## src/rtl/ram_sp_clr.sv

```systemverilog
// Single-port synchronous RAM with a hardware zero-fill sequencer, a registered
// read port, a one-cycle request/valid handshake and a saturating write counter.
// After reset (and on a clear request) the sequencer walks every address
// writing zero; requests are ignored while it runs.
module ram_sp_clr #(
  parameter int ADDR_WIDTH = 2,
  parameter int DATA_WIDTH = 4,
  parameter int READ_MODE  = 0,   // 0 = read-first (old data), 1 = write-first (new data)
  parameter int CNT_WIDTH  = 8
) (
  input  logic                  clk_2,
  input  logic                  reset,
  input  logic                  req,
  input  logic                  we,
  input  logic [ADDR_WIDTH-1:0] addr,
  input  logic [DATA_WIDTH-1:0] wdata,
  input  logic                  clear,
  output logic [DATA_WIDTH-1:0] rdata,
  output logic                  rvalid,
  output logic                  busy,
  output logic [CNT_WIDTH-1:0]  wr_count
);

  localparam int DEPTH = 2 ** ADDR_WIDTH;
  localparam logic [ADDR_WIDTH-1:0] PTR_LAST = {ADDR_WIDTH{1'b1}};
  localparam logic [CNT_WIDTH-1:0]  CNT_MAX  = {CNT_WIDTH{1'b1}};

  typedef enum logic {
    ST_CLEAR = 1'b0,
    ST_IDLE  = 1'b1
  } state_e;

  state_e                  state_q, state_d;
  logic [ADDR_WIDTH-1:0]   ptr_q, ptr_d;
  logic [DATA_WIDTH-1:0]   rdata_q, rdata_d;
  logic                    rvalid_q, rvalid_d;
  logic [CNT_WIDTH-1:0]    cnt_q, cnt_d;

  logic                    mem_we_s;
  logic [ADDR_WIDTH-1:0]   mem_addr_s;
  logic [DATA_WIDTH-1:0]   mem_wdata_s;
  logic [DATA_WIDTH-1:0]   rd_old_s;

  // Storage has no reset; the sequencer is responsible for zeroing it.
  logic [DATA_WIDTH-1:0]   mem_q [DEPTH];

  assign rd_old_s = mem_q[addr];

  // Next-state, write-port and read-port decisions for the CLEAR/IDLE sequencer.
  always_comb begin
    state_d     = state_q;
    ptr_d       = ptr_q;
    rdata_d     = rdata_q;
    rvalid_d    = 1'b0;
    cnt_d       = cnt_q;
    mem_we_s    = 1'b0;
    mem_addr_s  = addr;
    mem_wdata_s = wdata;
    case (state_q)
      ST_CLEAR: begin
        // Zero one word per cycle; a new clear request restarts the walk.
        mem_we_s    = 1'b1;
        mem_addr_s  = ptr_q;
        mem_wdata_s = '0;
        if (clear) begin
          ptr_d = '0;
        end else if (ptr_q == PTR_LAST) begin
          state_d = ST_IDLE;
          ptr_d   = '0;
        end else begin
          ptr_d = ptr_q + ADDR_WIDTH'(1);
        end
      end
      ST_IDLE: begin
        if (clear) begin
          // Clear wins over a simultaneous request; that request is dropped.
          state_d = ST_CLEAR;
          ptr_d   = '0;
          cnt_d   = '0;
        end else if (req) begin
          rvalid_d = 1'b1;
          if (we) begin
            mem_we_s = 1'b1;
            rdata_d  = (READ_MODE != 0) ? wdata : rd_old_s;
            if (cnt_q != CNT_MAX) begin
              cnt_d = cnt_q + CNT_WIDTH'(1);
            end else begin
              cnt_d = cnt_q;
            end
          end else begin
            rdata_d = rd_old_s;
          end
        end else begin
          rvalid_d = 1'b0;
        end
      end
      default: begin
        state_d = ST_CLEAR;
        ptr_d   = '0;
      end
    endcase
  end

  // Control and output registers with asynchronous active-high reset.
  always_ff @(posedge clk_2 or posedge reset) begin
    if (reset) begin
      state_q  <= ST_CLEAR;
      ptr_q    <= '0;
      rdata_q  <= '0;
      rvalid_q <= 1'b0;
      cnt_q    <= '0;
    end else begin
      state_q  <= state_d;
      ptr_q    <= ptr_d;
      rdata_q  <= rdata_d;
      rvalid_q <= rvalid_d;
      cnt_q    <= cnt_d;
    end
  end

  // Memory write port; suppressed while reset is held.
  always_ff @(posedge clk_2) begin
    if (mem_we_s && !reset) begin
      mem_q[mem_addr_s] <= mem_wdata_s;
    end
  end

  assign rdata    = rdata_q;
  assign rvalid   = rvalid_q;
  assign busy     = (state_q == ST_CLEAR);
  assign wr_count = cnt_q;

endmodule

```

## config.mk

```make
export PLATFORM = sky130hd
export DESIGN_NAME = ram_sp_clr
export DESIGN_NICKNAME = d
export VERILOG_FILES = /design/src/rtl/ram_sp_clr.sv
export SDC_FILE = /design/constraint.sdc
export NUM_CORES = 1
export LEC_CHECK = 0
export CAP_MARGIN = 10
export CORE_ASPECT_RATIO = 1.5
export CORE_MARGIN = 5
export CORE_UTILIZATION = 52
export DETAILED_ROUTE_END_ITERATION = 16
export PLACE_DENSITY = 0.78
export SLEW_MARGIN = 15
export SYNTH_ARGS = -nofsm -noshare
export SYNTH_HDL_FRONTEND = slang
export SYNTH_SLANG_ARGS = --single-unit
```

## constraint.sdc

```tcl
create_clock -name clk_2 -period 1.8 [get_ports clk_2]
set_input_delay 0.45 -clock clk_2 [delete_from_list [all_inputs] [get_ports clk_2]]
set_output_delay 0.45 -clock clk_2 [all_outputs]
set_load 0.005 [all_outputs]
```

==> run summary <==
The flow ran to the end, and the final reports show no timing, DRC or antenna violations. The number of antenna violations at the first check in global routing is 0. The sequential element share of the synthesized area is 0.5785.

The average instance area after synthesis came out at 12.38 sq um. The top fanout value on the critical path is 7. The number of global-route vias before repair is 1,159. The layout net count is 178. Measured on the finished design, the core utilization comes to 0.6982. Across the run, the number of max-cap violations was 0.

Yosys printed 0 warnings. Detailed placement finished with a half-perimeter wire length of 2.393 mm. The repair_antennas step left the layout with diodes totalling 0. On the critical path, the stage with the largest delay is an instance of clkdlybuf4s50_1.

The total global-route track usage is 0.1802. The detail route stage leaves a number of antenna-violating nets equal to 0. In this run the tightest slew margin relative to its limit is 0.7812.

The final setup violation count came out at 0. The floorplan die area came out at 4133 sq um. The number of rows in the core area is 24. The total power density per cell area is 1045 nW/um^2. After detailed routing, the number of remaining DRC violations is 0. The width of the die is 54.19 um.

The number of register bits inferred by synthesis came out at 32. For this design, the sink count on the clock tree is 32. The first-iteration detailed-routing DRC count came out at 33.

Power comes to 2082 uW. The total count of hold-check failures in the final report came out at 0. After clock tree synthesis, the clock-pin slew on the worst setup and hold paths is 0.06 ns.

Once placement completed, the tool counted placed cells totaling 194. The H-tree generated during clock tree synthesis spans 2 levels. For the pin with the worst max-slew slack, the measured transition is 0.3282 ns.

The number of buffers and inverters on the critical path is 1. The critical path is of the register to output port type. The placer congestion estimate is 0.7473. After the flow finishes, the layout carries non-filler instances totaling 205. The largest buffer count on any clock path came out at 2.

The routed wire length per instance came out at 15.23 um. After synthesis, the share of flip-flops with an asynchronous set or reset is 0.5000. The worst hold slack across all endpoints came out at 0.5149 ns. The global-route congestion overflow total is 0.

The min-delay analysis places its worst path in the category register to register. The largest total area in the synthesized netlist belongs to edfxtp_1. The maximum clock frequency is 574.5 MHz.

The family with the most delay on the worst path is buffers and inverters. 25 I/O pins were placed. The area of the core is 2853 sq um. Ranked by total cell area, the synthesized netlist is headed by edfxtp_1 32%, dfrtp_1 26%, mux4_2 5.9%, nor2_1 3.9%, a21oi_1 3.0%.

The commonest cells after synthesis are 16 x dfrtp_1, 16 x edfxtp_1, 16 x nor2_1. For the worst-skew pair, the clock arrives at the later sink with an insertion delay of 0.28 ns. In the final layout, the share of cells above drive strength 1 is 0.2470. The maximum cell stage delay along the critical path came out at 0.55 ns. The number of slew-limit violations in the final report was 0. The root buffer cell is clkbuf_8. The area added between synthesis and finish is 30.81%. The number of iterations in the first detailed-routing pass came out at 4.

The clock skew came out at 0.008152 ns. After clock tree synthesis, the flow added hold-fix buffers numbering 0. The maximum resistive drop on vdd is 0.7189 mV. The starting density of the core is 0.5338. The share of synthesized area in the top cell type comes to 0.3155. The placed instances occupy a cell area of 1882 sq um. Setup repair after global routing left no endpoint under its margin. Dividing the final minimum period by the clock period gives 0.9670. The fill cell total of the finished layout came out at 208.

The worst path in the final design needs a cycle of 1.741 ns, including I/O delays and setup. The cell area after technology mapping came out at 1523 sq um. Counting distinct cell types in the post-synthesis netlist gives 40.

The worst endpoint required time is 1.35 ns. The most used flip-flop cell after synthesis is edfxtp_1. The post-synth net total is 136.

The sort of element at the start of the critical path is a register. The total routed wirelength is 3.122 mm. In this run, synthesis inferred 16 flip-flops with an integrated enable.

The global-route wire length before repair came out at 5.347 mm. The critical path arrival is 1.29 ns. The post-detailed-route via-to-cell ratio is 5.473. The count of port buffers added during placement is 24. Clock tree synthesis inserted a total of 5 buffers. The count of mapped cells out of synthesis is 123. Summing all non-filler instances in the final layout gives an area of 1992 sq um.

STA classifies the critical path endpoint as an output port. TritonCTS built the clock tree. The maximum number of pins on one net before global-route repair is 28.

The critical path goes through clkdlybuf4s50_1. The vertical die dimension came out at 76.28 um. The reported leakage power came out at 0.0007779 uW. The number of vias in the routed layout came out at 1,122.
## logic make-up after synthesis
| logic type | count (synthesis) | synth area share |
|---|---|---|
| and+or+nand+nor | 42 | 0.1446 |
| DFF | 32 | 0.5785 |
| adders and majority gates | 2 | 0.01643 |
| buffers and inverters | 10 | 0.03286 |
| muxes | 11 | 0.1085 |
| AOI/OAI and AO/OA | 26 | 0.1192 |
## per-stage QoR
step	setup TNS [ns]	setup slack [ns]
6_report	0	0.05949
5_1_grt	0	0.01094
4_1_cts	0	0.009954
3_5_place_dp	-2.557	-0.1783
3_3_place_gp	-1.815	-0.1448
2_1_floorplan	0	0.2207
## placed cells by master (no fill, tap or decap), types with 2 or more instances in the layout
master            n
a21oi_1           9
a31oi_1           3
and2_1            4
buf_4            17
clkbuf_1          2
clkbuf_8          5
clkdlybuf4s50_1  24
dfrtp_1          13
dfrtp_2           3
edfxtp_1         16
ha_1              2
inv_1             3
mux2_2            4
mux2i_1           3
mux4_2            4
nand2_1           5
nand3_1           4
nor2_1           16
nor3_1            4
nor3b_1           2
o21ai_0           2
## final timing paths
check | to | slack (ns) | depth (start not counted) | startpoint
setup / recovery | wr_count[0] | 0.06 | 1 | wr_count[0]
hold / removal | rdata[2] | 0.51 | 1 | rdata[2]
setup reg to reg | wr_count[6] | 0.23 | 5 | wr_count[0]
hold reg to reg | rdata[2] | 0.51 | 1 | rdata[2]
max in group asynchronous | wr_count[3] | 1.07 | 3 | reset
min in group asynchronous | rdata[1] | 0.53 | 3 | reset
## metal layers
metal | part of all wire | vias to the layer above | GRT usage
li1 | - | 542 | -
met5 | 0 | - | 0
met4 | 0.023 | 0 | 0.08978
met2 | 0.56 | 33 | 0.3070
met3 | 0.058 | 7 | 0.05479
met1 | 0.36 | 540 | 0.1887
## final cells by class
class | count | area [sq um] | area share
Tap cell | 39 | 48.80 | 0.02450
Clock buffer | 7 | 76.32 | 0.03832
Multi-Input combinational cell | 81 | 591.8 | 0.2971
Inverter | 4 | 17.52 | 0.008794
Clock inverter | 1 | 5.005 | 0.002513
Sequential cell | 32 | 884.6 | 0.4441
Timing Repair Buffer | 41 | 367.9 | 0.1847
## sequential cells by signal (all words and copies together) (netlist names)
name,flops
rdata,4
wr_count,8
state_q,1
mem_q,16
rvalid,1
ptr_q,2
## report_power, final
| part | total [uW] | switching, uW | internal, uW | leakage [uW] |
|---|---|---|---|---|
| clock | 510 | 240 | 270 | 0.0000422 |
| combinational | 565 | 245 | 320 | 0.000381 |
| sequential | 1010 | 104 | 902 | 0.000354 |
| total | 2080 | 589 | 1490 | 0.000778 |
## repair_timing
action | in CTS | in global routing
gates resized for setup | 1 | 3
endpoints found under the setup margin | 1 | 4
buffers inserted | 0 | 3
hold endpoints to repair | 0 | 0
(Power assumes the default switching activity.)
